<file path="config.mk">
export PLATFORM = sky130hd
export DESIGN_NAME = axis_tft_pattern_gen_flat
export DESIGN_NICKNAME = d
export VERILOG_FILES = /design/src/rtl/axis_tft_pattern_gen_pkg.sv /design/src/rtl/axis_tft_pattern_gen_if.sv /design/src/rtl/axis_tft_pattern_gen.sv /design/src/flat_wrapper.sv
export SDC_FILE = /design/constraint.sdc
export NUM_CORES = 1
export LEC_CHECK = 0
export CAP_MARGIN = 25
export CORE_AREA = 5 5 209 211
export DETAILED_ROUTE_END_ITERATION = 10
export DIE_AREA = 0 0 214 216
export DONT_BUFFER_PORTS = 1
export GPL_TIMING_DRIVEN = 0
export MAX_ROUTING_LAYER = met4
export SLEW_MARGIN = 20
export SYNTH_ARGS = -nofsm -noshare
export SYNTH_HDL_FRONTEND = slang
export SYNTH_SLANG_ARGS = --single-unit
export TNS_END_PERCENT = 10
</file>
<file path="constraint.sdc">
create_clock -name clk -period 4.4 [get_ports clk]
set_input_delay 0.88 -clock clk [delete_from_list [all_inputs] [get_ports clk]]
set_output_delay 0.88 -clock clk [all_outputs]
set_load 0.005 [all_outputs]
</file>
<file path="src/rtl/axis_tft_pattern_gen_pkg.sv">
// Shared constants for the TFT test-pattern source: pattern modes, FSM encoding
// and the colour-bar palette, plus the per-pixel colour function.
package tft_pattern_pkg;

  localparam logic [1:0] MODE_SOLID    = 2'd0;
  localparam logic [1:0] MODE_GRADIENT = 2'd1;
  localparam logic [1:0] MODE_BARS     = 2'd2;
  localparam logic [1:0] MODE_CHECKER  = 2'd3;

  localparam logic [1:0] ST_IDLE       = 2'd0;
  localparam logic [1:0] ST_LATCH      = 2'd1;
  localparam logic [1:0] ST_STREAM     = 2'd2;
  localparam logic [1:0] ST_FRAME_DONE = 2'd3;

  // Entry 0 is the leftmost bar (white); entry 7 (black) also covers the remainder pixels.
  localparam logic [7:0][23:0] BAR_TABLE = {
    24'h000000, 24'h0000FF, 24'hFF0000, 24'hFF00FF,
    24'h00FF00, 24'h00FFFF, 24'hFFFF00, 24'hFFFFFF
  };

  function automatic logic [23:0] pattern_pixel(
    input logic [1:0]  mode,
    input logic [7:0]  x_lo,
    input logic [7:0]  y_lo,
    input logic [2:0]  bar_idx,
    input logic [23:0] fg
  );
    logic [23:0] pix;
    pix = 24'h000000;
    case (mode)
      MODE_SOLID:    pix = fg;
      MODE_GRADIENT: pix = {x_lo, y_lo, 8'h00};
      MODE_BARS:     pix = BAR_TABLE[bar_idx];
      MODE_CHECKER:  pix = (x_lo[3] ^ y_lo[3]) ? fg : 24'h000000;
      default:       pix = 24'h000000;
    endcase
    return pix;
  endfunction

endpackage

</file>
<file path="src/rtl/axis_tft_pattern_gen_if.sv">
// AXI-Stream video link between the pattern source (master) and the TFT controller (slave).
interface axis_tft_pattern_gen_if #(
  parameter int AXIS_WIDTH = 24
);
  logic [AXIS_WIDTH-1:0] data;
  logic                  valid;
  logic                  ready;
  logic                  last;
  logic [3:0]            user;

  modport master (output data, output valid, output last, output user, input ready);
  modport slave  (input data, input valid, input last, input user, output ready);
endinterface

</file>
<file path="src/rtl/axis_tft_pattern_gen.sv">
// AXI-Stream RGB888 test-pattern generator: solid, gradient, colour bars and
// checkerboard frames of programmable size, fsync on user[0], end-of-line on last.
module axis_tft_pattern_gen
  import tft_pattern_pkg::*;
#(
  parameter int AXIS_WIDTH = 24,
  parameter int DIM_WIDTH  = 16
) (
  input  logic                 clk,
  input  logic                 rst,
  input  logic                 i_enable,
  input  logic [1:0]           i_mode,
  input  logic [DIM_WIDTH-1:0] i_width,
  input  logic [DIM_WIDTH-1:0] i_height,
  input  logic [23:0]          i_fg_color,
  axis_tft_pattern_gen_if.master axis,
  output logic                 o_busy,
  output logic                 o_cfg_error,
  output logic [31:0]          o_frame_count
);

  logic [1:0]           state;
  logic [1:0]           cfg_mode;
  logic [DIM_WIDTH-1:0] cfg_width;
  logic [DIM_WIDTH-1:0] cfg_height;
  logic [23:0]          cfg_fg;
  logic [DIM_WIDTH-1:0] x;
  logic [DIM_WIDTH-1:0] y;
  logic [DIM_WIDTH-1:0] bar_cnt;
  logic [2:0]           bar_idx;

  logic [DIM_WIDTH-1:0] bar_w;
  logic [DIM_WIDTH-1:0] x_inc;
  logic [DIM_WIDTH-1:0] y_inc;
  logic [DIM_WIDTH-1:0] bar_cnt_next;
  logic [2:0]           bar_idx_next;
  logic                 end_of_line;
  logic                 end_of_frame;
  logic                 handshake;

  // Next-pixel bookkeeping: the outputs are registered, so the pixel after a
  // handshake is computed from the coordinates the counters are about to take.
  always_comb begin
    bar_w = cfg_width >> 3;
    if (bar_w == '0) bar_w = DIM_WIDTH'(1);
    x_inc        = x + 1'b1;
    y_inc        = y + 1'b1;
    end_of_line  = (x == cfg_width - 1'b1);
    end_of_frame = end_of_line && (y == cfg_height - 1'b1);
    handshake    = axis.valid && axis.ready;
    bar_cnt_next = bar_cnt + 1'b1;
    bar_idx_next = bar_idx;
    if (bar_cnt_next == bar_w) begin
      bar_cnt_next = '0;
      if (bar_idx != 3'd7) bar_idx_next = bar_idx + 3'd1;
    end
  end

  always_ff @(posedge clk) begin
    if (rst) begin
      state         <= ST_IDLE;
      cfg_mode      <= MODE_SOLID;
      cfg_width     <= '0;
      cfg_height    <= '0;
      cfg_fg        <= '0;
      x             <= '0;
      y             <= '0;
      bar_cnt       <= '0;
      bar_idx       <= '0;
      axis.valid    <= 1'b0;
      axis.data     <= '0;
      axis.last     <= 1'b0;
      axis.user     <= 4'b0000;
      o_busy        <= 1'b0;
      o_cfg_error   <= 1'b0;
      o_frame_count <= '0;
    end else begin
      case (state)
        ST_IDLE: begin
          if (i_enable) begin
            state  <= ST_LATCH;
            o_busy <= 1'b1;
          end
        end

        // Configuration is taken here only; pixel (0,0) is built from the raw
        // inputs because the config registers load on this same edge.
        ST_LATCH: begin
          cfg_mode   <= i_mode;
          cfg_width  <= i_width;
          cfg_height <= i_height;
          cfg_fg     <= i_fg_color;
          x          <= '0;
          y          <= '0;
          bar_cnt    <= '0;
          bar_idx    <= '0;
          if (i_width == '0 || i_height == '0) begin
            o_cfg_error <= 1'b1;
            o_busy      <= 1'b0;
            state       <= ST_IDLE;
          end else begin
            state      <= ST_STREAM;
            axis.valid <= 1'b1;
            axis.data  <= AXIS_WIDTH'(pattern_pixel(i_mode, 8'h00, 8'h00, 3'd0, i_fg_color));
            axis.last  <= (i_width == DIM_WIDTH'(1));
            axis.user  <= 4'b0001;
          end
        end

        ST_STREAM: begin
          if (handshake) begin
            axis.user <= 4'b0000;
            if (end_of_frame) begin
              state      <= ST_FRAME_DONE;
              axis.valid <= 1'b0;
              axis.last  <= 1'b0;
            end else if (end_of_line) begin
              x         <= '0;
              y         <= y_inc;
              bar_cnt   <= '0;
              bar_idx   <= '0;
              axis.data <= AXIS_WIDTH'(pattern_pixel(cfg_mode, 8'h00, y_inc[7:0], 3'd0, cfg_fg));
              axis.last <= (cfg_width == DIM_WIDTH'(1));
            end else begin
              x         <= x_inc;
              bar_cnt   <= bar_cnt_next;
              bar_idx   <= bar_idx_next;
              axis.data <= AXIS_WIDTH'(pattern_pixel(cfg_mode, x_inc[7:0], y[7:0], bar_idx_next, cfg_fg));
              axis.last <= (x_inc == cfg_width - 1'b1);
            end
          end
        end

        ST_FRAME_DONE: begin
          o_frame_count <= o_frame_count + 32'd1;
          if (i_enable) begin
            state <= ST_LATCH;
          end else begin
            state  <= ST_IDLE;
            o_busy <= 1'b0;
          end
        end

        default: state <= ST_IDLE;
      endcase
    end
  end

endmodule

</file>
<file path="src/flat_wrapper.sv">
// flat-port wrapper written by rule: the top's interface ports become plain ports
module axis_tft_pattern_gen_flat import tft_pattern_pkg::*;
#(
  parameter int AXIS_WIDTH = 24,
  parameter int DIM_WIDTH  = 16
)
  (clk, rst, i_enable, i_mode, i_width, i_height, i_fg_color, o_busy, o_cfg_error, o_frame_count, axis_data, axis_valid, axis_last, axis_user, axis_ready);
  axis_tft_pattern_gen_if #(.AXIS_WIDTH(AXIS_WIDTH)) axis_i ();
  input  logic clk;
  input  logic rst;
  input  logic i_enable;
  input  logic [1:0] i_mode;
  input  logic [DIM_WIDTH-1:0] i_width;
  input  logic [DIM_WIDTH-1:0] i_height;
  input  logic [23:0] i_fg_color;
  output logic o_busy;
  output logic o_cfg_error;
  output logic [31:0] o_frame_count;
  output wire logic [$bits(axis_i.data)-1:0] axis_data;
  output wire logic [$bits(axis_i.valid)-1:0] axis_valid;
  output wire logic [$bits(axis_i.last)-1:0] axis_last;
  output wire logic [$bits(axis_i.user)-1:0] axis_user;
  input wire logic [$bits(axis_i.ready)-1:0] axis_ready;
  assign axis_data = axis_i.data;
  assign axis_valid = axis_i.valid;
  assign axis_last = axis_i.last;
  assign axis_user = axis_i.user;
  assign axis_i.ready = axis_ready;
  axis_tft_pattern_gen #(.AXIS_WIDTH(AXIS_WIDTH), .DIM_WIDTH(DIM_WIDTH)) u_core (.clk(clk), .rst(rst), .i_enable(i_enable), .i_mode(i_mode), .i_width(i_width), .i_height(i_height), .i_fg_color(i_fg_color), .axis(axis_i), .o_busy(o_busy), .o_cfg_error(o_cfg_error), .o_frame_count(o_frame_count));
endmodule
</file>
==> run summary, run 1 <==
The flow ran to the end, and the final reports show no timing, DRC or antenna violations. Based on the critical path, the design can be clocked at up to 243.4 MHz. The worst-margin pin slew is 1.081 ns. The core box area came out at 41,570 sq um. Clock tree synthesis inserted a total of 17 buffers. In this run the worst path has a maximum fanout of 8. The number of H-tree branching levels is 4. The residual overflow from global routing is 0, and the width of the die is 214 microns.

For the first-pass GRT wire length, the log shows 53,760 microns. The critical path contains buffers and inverters numbering 2 combined. Walking the worst path, the cells encountered are inv_1 > ha_1 > or3b_2 > clkbuf_1 > nor3_1 > xnor2_1 > nand4_1 > a2111oi_4 > a21oi_2 > nand2_1 > a21oi_1 > a2111oi_0 > nor3_1. In this run the vertical extent of the chip is 216 microns.

The kind of launch point of the worst setup path was a register. The tools report the number of global-route vias before repair as 8,890. For the remaining routing DRC violations, the log shows 0. The number of unique standard cell types used by synthesis was 78. The maximum count of clock buffers along a single path is 2, and the number of synthesized register bits is 172. The net total in the final layout is 1,377. Detailed placement finished with a half-perimeter wire length of 26,940 microns. In this design, the largest share of critical-path delay is due to compound AO/OA/AOI/OAI gates.

At the end of routability-driven placement, the weighted congestion stood at 0.9276. The path class of the tightest hold or removal check is register to register. The minimum clock period after layout is 4.108 ns. The post-synthesis cell count is 1,281.

Across all layers, the routed design uses 9,620 vias. After layout, the worst path uses 93.36% of the clock period. The floorplan row count was 75. The clock tree skew after final layout was 0.01100 ns; the power density of the placed cells was 360.1 nW/um^2. The critical path's slowest cell is sky130_fd_sc_hd__a2111oi_0. STA puts the critical path data arrival time at 4.42 ns.

After synthesis the cells add up to 10,240 sq um. During synthesis, Yosys emitted a total of 0 warnings. The tools report the area of the die as 46,220 sq um. The worst ir drop on vdd was 0.0002605 V. The number of antenna violations at the first check in global routing was 0. In the synthesized netlist the dominant register cell turns out to be sky130_fd_sc_hd__dfxtp_1. The leakage power was 3.949 nW. TritonCTS built the clock tree. STA classifies the critical path endpoint as a register.

Of the cells placed in the final design, the portion with a size suffix greater than 1 is 6.464%. Fill cells in the final layout number 4,518. By area the synthesized netlist is led by sky130_fd_sc_hd__dfxtp_1 (34%), sky130_fd_sc_hd__nor2_1 (7.3%), sky130_fd_sc_hd__mux2i_1 (6.5%), sky130_fd_sc_hd__xnor2_1 (6.2%), sky130_fd_sc_hd__xor2_1 (5.0%). The overall fraction of global-route tracks in use came out at 15.10%. Setup repair after global routing left no endpoint under its margin. From synthesis to final layout, the design area changed by 12.74%. Number of pins exceeding their max-slew limit in the final report: 0.

Peak per-stage delay on the critical path: 0.67 ns. The pin count of the biggest net entering global routing was 17. The run gives 0 as the hold buffer count at CTS. Dividing the detail-routed wire length by the instance count gives 19.02 microns. During placement, the flow inserted port buffers numbering 0.

Number of setup buffers added after CTS: 0. Leaving out fill and tap cells, the most frequent cell in the layout is sky130_fd_sc_hd__nor2_1. The final hold violation count came out at 0. The biggest area contributor in the post-synthesis netlist is sky130_fd_sc_hd__dfxtp_1. For this configuration, the core starts out at a cell density of 24.62%. The root buffer cell chosen for the clock tree is sky130_fd_sc_hd__clkbuf_16. The clock transition at the registers of the reported paths works out to 0.07 ns. In this run the tightest slew margin relative to its limit is 27.92%. The tools report the sequential fraction of the synthesis area as 33.64%. The tools report the clock sink total as 172. The worst setup path is of the register to register kind. Tracing the worst setup path back leads to its startpoint at u_core.cfg_width[1]$_SDFFE_PP0P_.

Among the stages of the critical path, the cell type that occurs most often is sky130_fd_sc_hd__nor3_1. The beginning of the worst register-to-register path is u_core.cfg_width[1]$_SDFFE_PP0P_. The number of DRC markers after the initial detailed-route iteration came out at 758.

For this run, asynchronously set or reset flops after synthesis account for 0%. In this run the count of I/O pins placed on the die edge is 126. The first TritonRoute pass finished after 5 iterations. The average instance in the mapped netlist occupies 7.991 sq um. The later pin in the worst-skew pair is clocked with a latency of 0.45 ns. For this block, the routed nets add up to 35,270 microns of wire. The share of synthesized area in the top cell type comes to 33.64%. Once placement completed, the tool counted placed cells totaling 1,822. Setup violations remaining at the end of the flow were counted as 0. In the layout the commonest cells are sky130_fd_sc_hd__nor2_1 (198), sky130_fd_sc_hd__dfxtp_1 (172), sky130_fd_sc_hd__nand2_1 (90). In this run, synthesis inferred 0 flip-flops with an integrated enable. The logs give 1,855 for the number of standard cells in the layout, taps in and fillers out and 27.76% for the share of the core filled with cells in the final layout. For the worst endpoint required time, the log shows 4.71 ns.

The final antenna-violating net count is 0. The worst hold path begins at u_core.bar_cnt[1]$_SDFFE_PP0P_. The via density per instance is 5.186, and the max-cap violation count is 0.
flip-flops by register name (all words and copies together) (netlist names), named ones only:
register and count:
u_core.axis.valid 1, u_core.o_busy 1, u_core.bar_cnt 16, u_core.o_cfg_error 1, u_core.axis.last 1, u_core.y 16
u_core.cfg_height 16, u_core.axis.data 24, u_core.bar_idx 3, u_core.axis.user 1, u_core.state 1, u_core.cfg_mode 2
u_core.cfg_width 16, u_core.o_frame_count 32, u_core.cfg_fg 24, u_core.x 16
power by group:
part / switching, mW / internal (mW)
clock network: 0.673 / 0.834
logic: 0.581 / 0.355
registers: 0.0798 / 1.63
total: 1.33 / 2.82
final cells by class:
type | instances | area, sq um | area share (%)
well taps | 539 | 674.4 | 5.844
plain buffers | 98 | 420.4 | 3.643
multi-input cells | 990 | 6334 | 54.88
diodes | 1 | 2.502 | 0.02168
inverters | 23 | 86.33 | 0.7481
clock buffers | 22 | 474.2 | 4.109
clock inverters | 10 | 105.1 | 0.9108
flip-flops and latches | 172 | 3443 | 29.84
layer usage:
layer	global-route usage (%)	vias to the layer above	share of wire [%]
li1	-	4610	-
met1	18.51	4643	43
met2	24.99	329	48
met3	3.672	38	7.3
met4	4.187	0	1.6
met5	-	-	0
cells in the mapped netlist (13+ instances only):
| master | count |
|---|---|
| sky130_fd_sc_hd__nor4_1 | 18 |
| sky130_fd_sc_hd__nor3_1 | 54 |
| sky130_fd_sc_hd__a211oi_1 | 19 |
| sky130_fd_sc_hd__nor2_1 | 198 |
| sky130_fd_sc_hd__mux2i_1 | 66 |
| sky130_fd_sc_hd__xor2_1 | 59 |
| sky130_fd_sc_hd__nand2_1 | 90 |
| sky130_fd_sc_hd__or3_1 | 15 |
| sky130_fd_sc_hd__xnor2_1 | 73 |
| sky130_fd_sc_hd__ha_1 | 13 |
| sky130_fd_sc_hd__a311oi_1 | 15 |
| sky130_fd_sc_hd__dfxtp_1 | 172 |
| sky130_fd_sc_hd__nand4_1 | 17 |
| sky130_fd_sc_hd__o21ai_0 | 64 |
| sky130_fd_sc_hd__and3_1 | 27 |
| sky130_fd_sc_hd__inv_1 | 22 |
| sky130_fd_sc_hd__a21oi_1 | 74 |
| sky130_fd_sc_hd__clkbuf_1 | 67 |
| sky130_fd_sc_hd__nand3_1 | 35 |
through the flow:
| step | setup TNS (ns) | power, mW | setup WS [ns] | cell area (sq um) | hold slack [ns] |
|---|---|---|---|---|---|
| 2_1_floorplan | 0 | 2.416 | 0.9931 | 10240 | 0.4579 |
| 3_3_place_gp | -2.413 | 2.643 | -0.3079 | 10920 | 0.4721 |
| 3_5_place_dp | -2.713 | 2.659 | -0.3548 | 10920 | 0.4810 |
| 4_1_cts | 0 | 4.184 | 0.1613 | 11510 | 0.4905 |
| 5_1_grt | 0 | 4.336 | 0.01896 | 11540 | 0.5205 |
| 6_report | 0 | 4.156 | 0.2922 | 11540 | 0.4934 |
kinds of logic after synthesis:
| group | synth area share [%] |
|---|---|
| other | 0.03664 |
| DFF | 33.64 |
| and+or+nand+nor | 23.69 |
| xor gates and xnor gates | 11.29 |
| buffers and inverters | 4.926 |
| AOI/OAI and AO/OA | 17.93 |
| adders and majority gates | 1.589 |
| muxes | 6.894 |
worst min-delay path, stage by stage (launching register included):
cell	delay (ns)
sky130_fd_sc_hd__dfxtp_1	0.33
sky130_fd_sc_hd__nand2_1	0.07
sky130_fd_sc_hd__a21oi_1	0.05
path summary, 6_finish.rpt:
kind | endpoint | slack (ns) | depth (start not counted)
setup reg to reg | u_core.axis.data[10]$_SDFFE_PP0P_ | 0.29 | 13
hold / removal | u_core.bar_cnt[1]$_SDFFE_PP0P_ | 0.49 | 2
setup / recovery | u_core.axis.data[10]$_SDFFE_PP0P_ | 0.29 | 13
hold reg to reg | u_core.bar_cnt[1]$_SDFFE_PP0P_ | 0.49 | 2
what timing repair did:
item,CTS,global route
gates resized for setup,2,7
setup endpoints to repair,10,20
pin swaps,0,0
No activity file was read; power rests on OpenSTA's default activity.
==> run 2: changes to the inputs <==
==> constraint.sdc (replaced) <==
create_clock -name clk -period 3.75 [get_ports clk]
set_input_delay 0.75 -clock clk [delete_from_list [all_inputs] [get_ports clk]]
set_output_delay 0.75 -clock clk [all_outputs]
set_load 0.005 [all_outputs]
==> run summary, run 2 (synthesized netlist as in run 1, its figures left out) <==
The vertical die dimension is 216 microns (unchanged). The run gives 27.96% (+0.043 points) as the relative slew slack. Power density of the placed cells: 418.5 nW/um^2 (+16%).

The run gives 53,920 microns (+0.30%) as the first-pass GRT wire length. The root buffer cell was sky130_fd_sc_hd__clkbuf_16. The worst path arrival time was 3.95 ns (-0.47 ns); the weighted congestion at the end of routability-driven global placement was 0.9276 (unchanged). The logic depth of the worst path, buffers included is 12 (-1), and the clock sink total is 172 (unchanged). The tools report the maximum clock rate as 273.5 MHz (+12%). The logs give 0 (unchanged) for the final hold violation count and 0.45 ns (about the same) for the later-pin clock latency in the skew report. The clock transition at the registers of the reported paths is 0.07 ns (about the same). Kind of launch point of the worst setup path: a register.

The clock tree skew after final layout is 0.01049 ns (-0.0005082 ns), and the worst ir drop on vdd is 0.0003014 V (+16%). The run gives 0.09316 ns (-0.1990 ns) as the smallest setup slack after layout. For the initial core utilization, the log shows 24.62% (unchanged). The number of antenna violations at the first check in global routing is 0 (unchanged), and the minimum clock period after layout is 3.657 ns (-0.4510 ns).

Width of the die: 214 microns (unchanged). The core box area is 41,570 sq um (unchanged), and the biggest fanout along the worst timing path is 10 (+2). The logs give 0 (unchanged) for the max-cap violation count and 0 (-1) for the count of antenna diodes in the layout. The leakage power came out at 4.105 nW (+3.9%). The flow ran to the end, and the final reports show no timing, DRC or antenna violations.

The run gives 17 (unchanged) as the pin count of the biggest net entering global routing. The library cell used most frequently in the layout, excluding fill and tap cells, is sky130_fd_sc_hd__nor2_1. The number of top-level pins is 126 (unchanged), and the average wire per cell in the routed design is 19.01 microns (about the same). The number of buffers added by the clock tree synthesis step is 17 (unchanged). The run gives 4.04 ns (-0.67 ns) as the worst endpoint required time. Setup repair after global routing could not meet its margin everywhere. The top cell types in the final layout, fill and taps aside, are sky130_fd_sc_hd__nor2_1 (190), sky130_fd_sc_hd__dfxtp_1 (170), sky130_fd_sc_hd__nand2_1 (87).

Post-placement cell area: 10,920 sq um (unchanged). In the final layout, the registers with the most flip-flops are u_core.o_frame_count: 32 flops, u_core.axis.data: 24 flops, u_core.cfg_fg: 24 flops. The most flop-heavy register is u_core.o_frame_count.

The number of H-tree branching levels is 4 (unchanged). Among all stages on the critical path, the largest delay is contributed by sky130_fd_sc_hd__or4_4. The number of pins exceeding their max-slew limit in the final report was 0 (unchanged); the floorplan row count was 75 (unchanged).

STA classifies the critical path endpoint as a register. The signal on the critical path passes through or4_4 > or3_1 > a2111oi_2 > o221ai_1 > a2111o_1 > nand3b_4 > a31o_1 > nor2b_4 > buf_6 > buf_8 > nor2_1 > nor3_1. The number of global-route vias before repair came out at 8,982 (+1.0%). The run gives 0 (unchanged) as the residual overflow from global routing. The maximum count of clock buffers along a single path was 2 (unchanged). For the final antenna-violating net count, the log shows 0 (unchanged). The tools report the total number of vias as 9,668 (+0.50%). The peak per-stage delay on the critical path is 0.59 ns (-0.08 ns). The logs give 26,940 microns (unchanged) for the estimated wirelength of the detail-placed design and 0 ns (unchanged) for the total negative slack for setup checks. The fraction of final layout cells sized beyond drive strength 1 was 9.804% (+3.3 points); the number of buffers added on ports was 0 (unchanged).

The area of the die came out at 46,220 sq um (unchanged). The remaining routing DRC violations was 0 (unchanged). TritonCTS built the clock tree.

The tools report the area of all placed cells without fillers as 11,900 sq um (+3.1%). The post-route clock period utilization is 97.52% (+4.2 points). The worst setup path is of the register to register kind. The final number of setup-violating endpoints came out at 0 (unchanged).

The via density per instance was 5.184 (about the same). The first-pass detailed-route iteration total was 6 (+1); the overall fraction of global-route tracks in use was 15.13% (+0.024 points). For the hold buffer count at CTS, the log shows 0 (unchanged). The hold-critical path depth is 2 (unchanged). The depth of the worst register-to-register path works out to 12 (-1). Broken down by cell family, the worst path's largest delay share belongs to simple AND/OR/NAND/NOR gates.

The flip-flop count of the largest register after layout works out to 32 (unchanged). The number of DRC markers after the initial detailed-route iteration was 816 (+7.7%). The area growth from synthesis to layout is 16.21%, and the worst-margin pin slew is 1.081 ns (-0.0006388 ns).

The net total in the final layout is 1,388 (+0.80%), and the sum of buffers and inverters on the critical path is 2 (unchanged). The type of the worst min-delay path is primary input to register. For the post-detailed-routing wire length, the log shows 35,450 microns (+0.49%). The placement-stage worst setup slack came out at -1.005 ns (-0.6500 ns).
run 2: report_power, final:
part	total (mW)	internal, mW	switching (mW)
Sequential	2.02	1.92	0.0999
Clock	1.78	0.979	0.797
Combinational	1.18	0.479	0.706
Total	4.98	3.37	1.60
run 2: timing repair:
item,CTS,global route
setup buffers,9,5
endpoints found under the setup margin,70,75
gates resized for setup,29,40
pin swaps,8,7
run 2: final cells by class:
type,instances,area [sq um]
repair buffers,14,130.1
multi-input cells,990,6550
clock inverters,10,105.1
fillers,4478,29680
inverters,23,86.33
flip-flops and latches,172,3446
plain buffers,95,429.2
well taps,539,674.4
clock buffers,22,474.2
run 2: final timing paths:
kind | from | endpoint | slack [ns]
max | u_core.cfg_height[9]$_SDFFE_PP0P_ | u_core.axis.data[13]$_SDFFE_PP0P_ | 0.09
min | i_enable | u_core.state[0]$_SDFFE_PP0P_ | 0.43
max reg2reg | u_core.cfg_height[9]$_SDFFE_PP0P_ | u_core.axis.data[13]$_SDFFE_PP0P_ | 0.09
min reg2reg | u_core.cfg_fg[3]$_SDFFE_PP0P_ | u_core.cfg_fg[3]$_SDFFE_PP0P_ | 0.49
run 2: per-stage QoR:
step | hold slack [ns] | util [%] | std cells | power (mW)
3_3_place_gp | 0.4721 | 26.26 | 1822 | 3.101
6_report | 0.4328 | 28.61 | 1865 | 4.978
4_1_cts | 0.4084 | 28.17 | 1863 | 4.963
5_1_grt | 0.4300 | 28.61 | 1865 | 5.185
2_1_floorplan | 0.4579 | - | 1283 | 2.835
3_5_place_dp | 0.4810 | 26.28 | 1822 | 3.120
run 2: layer usage:
metal | vias up | part of all wire [%] | track usage [%]
met5 | - | 0 | -
met4 | 0 | 1.9 | 4.466
met3 | 44 | 7.8 | 3.756
met2 | 308 | 48 | 24.90
met1 | 4673 | 42 | 18.49
li1 | 4643 | - | -
==> run 3: changes to the inputs <==
--- a/config.mk
+++ b/config.mk
@@ -6,9 +6,9 @@
 export NUM_CORES = 1
 export LEC_CHECK = 0
 export CAP_MARGIN = 25
-export CORE_AREA = 5 5 209 211
+export CORE_AREA = 5 5 178 180
 export DETAILED_ROUTE_END_ITERATION = 10
-export DIE_AREA = 0 0 214 216
+export DIE_AREA = 0 0 183 185
 export DONT_BUFFER_PORTS = 1
 export GPL_TIMING_DRIVEN = 0
 export MAX_ROUTING_LAYER = met4
==> run summary, run 3 (synthesized netlist as in run 1, its figures left out) <==
The run finished with clean final reports. The global routing usage on met2 came out at 29.39% (+4.5 points). The net total in the final layout came out at 1,387 (-0.072%). The tools report the share of the core filled with cells in the final layout as 38.88% (+10 points). The routing layer with the top usage in global route is met2. For the final number of setup-violating endpoints, the log shows 0 (unchanged). The most common cell after layout, fill and taps aside is sky130_fd_sc_hd__nor2_1. The biggest fanout along the worst timing path is 10 (unchanged). The most critical setup path has its startpoint at u_core.cfg_width[1]$_SDFFE_PP0P_.

For the cell total after placement, the log shows 1,679 (-7.8%). The total number of vias is 9,571 (-1.0%), and the post-route clock period utilization is 97.58% (about the same). The vertical die dimension works out to 185 microns (-14%).

Kind of launch point of the worst setup path: a register. The min-delay analysis places its worst path in the category primary input to register. The run gives 5.047% (+1.3 points) as the global-route track usage on met3. Hold slack: 0.4550 ns (+0.02224 ns). Via density per instance: 5.561 (+7.3%). The later-pin clock latency in the skew report was 0.44 ns (about the same). The placement-stage worst setup slack is -0.9488 ns (+0.05598 ns). The worst endpoint required time came out at 4.11 ns (+0.07 ns). The number of H-tree branching levels came out at 4 (unchanged).

The run gives 0.9339 (+0.68%) as the weighted congestion at the end of routability-driven global placement. The flip-flop count of the largest register after layout was 32 (unchanged); the post-detailed-routing wire length was 32,950 microns (-7.1%). The number of pins exceeding their max-slew limit in the final report is 0 (unchanged).

The largest registers in the layout are u_core.o_frame_count: 32 flops, u_core.axis.data: 24 flops, u_core.cfg_fg: 24 flops. The smallest setup slack after layout is 0.09085 ns (-0.002314 ns). For the flop-to-flop setup slack, the log shows 0.09 ns (about the same). The tools report the maximum count of clock buffers along a single path as 2 (unchanged). The logs give 885 (+8.5%) for the number of DRC markers after the initial detailed-route iteration and 0.01931 ns (+0.008822 ns) for the clock tree skew after final layout. The logs give 4.089 nW (-0.39%) for the leakage power and 19.61% (+4.5 points) for the overall fraction of global-route tracks in use. The logs give 5 (-1) for the first-pass detailed-route iteration total and 0 (unchanged) for the final antenna-violating net count. The post-placement cell area is 10,740 sq um (-1.7%). The final hold violation count came out at 0 (unchanged). The power density of the placed cells is 424.9 nW/um^2 (+1.5%). Setup repair after global routing could not meet its margin everywhere.

The run gives 51,430 microns (-4.6%) as the first-pass GRT wire length. The remaining routing DRC violations is 0 (unchanged). The fill cell instance count of the final layout came out at 3,117 (-30%). The fraction of final layout cells sized beyond drive strength 1 is 9.811% (about the same).

Relative slew slack: 32.45% (+4.5 points). The residual overflow from global routing was 0 (unchanged); the width of the die was 183 microns (-14%). Most flop-heavy register: u_core.o_frame_count. Worst path arrival time: 4.02 ns (+0.07 ns).

Number of antenna violations at the first check in global routing: 0 (unchanged). In the layout the commonest cells are sky130_fd_sc_hd__nor2_1 (191), sky130_fd_sc_hd__dfxtp_1 (170), sky130_fd_sc_hd__nand2_1 (87). The max-cap violation count was 0 (unchanged). The maximum clock rate is 273.3 MHz (about the same). The floorplan row count is 64 (-15%). TritonCTS built the clock tree. The number of standard cells in the layout, taps in and fillers out was 1,721 (-7.7%).

The clock transition at the registers of the reported paths was 0.08 ns (about the same); the average wire per cell in the routed design was 19.14 microns (+0.72%). The startpoint identified for the worst register-to-register timing path is u_core.cfg_width[1]$_SDFFE_PP0P_. The root buffer cell is sky130_fd_sc_hd__clkbuf_16. The run gives 172 (unchanged) as the clock sink total.

The run gives 25,000 microns (-7.2%) as the estimated wirelength of the detail-placed design. The core box area came out at 30,030 sq um (-28%). The worst register-to-register path ends at u_core.axis.data[14]$_SDFFE_PP0P_. The most critical setup path has its endpoint at u_core.axis.data[14]$_SDFFE_PP0P_.

The worst-margin pin slew was 1.004 ns (-0.07667 ns); the number of global-route vias before repair was 9,147 (+1.8%). The initial core utilization is 34.09% (+9.5 points). The depth of the worst register-to-register path is 13 (+1).

The area of the die came out at 33,860 sq um (-27%). The area of all placed cells without fillers was 11,670 sq um (-1.9%). Critical path class: register to register.

The global-route track usage on met1 was 25.81% (+7.3 points); the worst ir drop on vdd was 0.0002644 V (-12%). The minimum clock period after layout came out at 3.659 ns (+0.002314 ns). The number of top-level pins was 126 (unchanged).

The number of buffers added on ports is 0 (unchanged). STA classifies the critical path endpoint as a register. The pin count of the biggest net entering global routing is 17 (unchanged), and the count of antenna diodes in the layout is 0 (unchanged). The number of buffers added by the clock tree synthesis step is 17 (unchanged), and the area growth from synthesis to layout is 14.04%.
## run 3: final cells by class
| class | instances | area, sq um | area share [%] |
|---|---|---|---|
| Sequential cell | 172 | 3446 | 29.52 |
| Multi-Input combinational cell | 990 | 6544 | 56.06 |
| Tap cell | 396 | 495.5 | 4.244 |
| Clock buffer | 18 | 439.2 | 3.762 |
| Buffer | 94 | 417.9 | 3.580 |
| Inverter | 23 | 86.33 | 0.7395 |
| Clock inverter | 14 | 136.4 | 1.168 |
| Timing Repair Buffer | 14 | 108.9 | 0.9325 |
## run 3: metal layers
layer / wire, microns / share of wire, %
met1: 15040 / 46
met2: 14550 / 44
met3: 2534 / 7.7
met4: 819 / 2.5
met5: 0 / 0
## run 3: where the power goes
| part | switching [mW] | internal [mW] |
|---|---|---|
| Sequential | 0.102 | 1.92 |
| Combinational | 0.695 | 0.471 |
| Clock | 0.831 | 0.946 |
## run 3: worst min path at each step
stage                                   start                                 to  depth (start not counted)
2_1_floorplan  u_core.bar_cnt[1]$_SDFFE_PP0P_     u_core.bar_cnt[1]$_SDFFE_PP0P_                          2
3_3_place_gp    u_core.cfg_fg[0]$_SDFFE_PP0P_      u_core.cfg_fg[0]$_SDFFE_PP0P_                          2
3_5_place_dp    u_core.cfg_fg[2]$_SDFFE_PP0P_      u_core.cfg_fg[2]$_SDFFE_PP0P_                          2
4_1_cts                         i_fg_color[2]   u_core.axis.data[2]$_SDFFE_PP0P_                          2
5_1_grt                           i_width[14]  u_core.cfg_width[14]$_SDFFE_PP0P_                          2
6_report                       i_fg_color[15]     u_core.cfg_fg[15]$_SDFFE_PP0P_                          2
## run 3: per-stage QoR
step           power [mW]  setup TNS, ns
5_1_grt             5.187       -0.08399
3_3_place_gp        3.096         -19.65
3_5_place_dp        3.112         -21.32
2_1_floorplan       2.835              0
4_1_cts             4.937       -0.04135
6_report            4.961              0
## run 3: critical path, stage by stage (launching register included)
cell and delay [ns]:
sky130_fd_sc_hd__dfxtp_1 0.38, sky130_fd_sc_hd__inv_1 0.12, sky130_fd_sc_hd__ha_1 0.21, sky130_fd_sc_hd__or3b_2 0.45, sky130_fd_sc_hd__clkbuf_1 0.17, sky130_fd_sc_hd__nor3_1 0.20, sky130_fd_sc_hd__xnor2_1 0.21, sky130_fd_sc_hd__nand4_1 0.20
sky130_fd_sc_hd__a2111oi_4 0.24, sky130_fd_sc_hd__buf_6 0.19, sky130_fd_sc_hd__nand2_1 0.12, sky130_fd_sc_hd__a221oi_4 0.65, sky130_fd_sc_hd__a2111oi_0 0.22, sky130_fd_sc_hd__nor3_1 0.21
## run 3: repair_timing
item | 4_1_cts | 5_1_grt
hold buffers | 0 | 0
endpoints found under the setup margin | 70 | 73
buffers inserted | 2 | 12
pin swaps | 7 | 10
resized for setup | 27 | 39
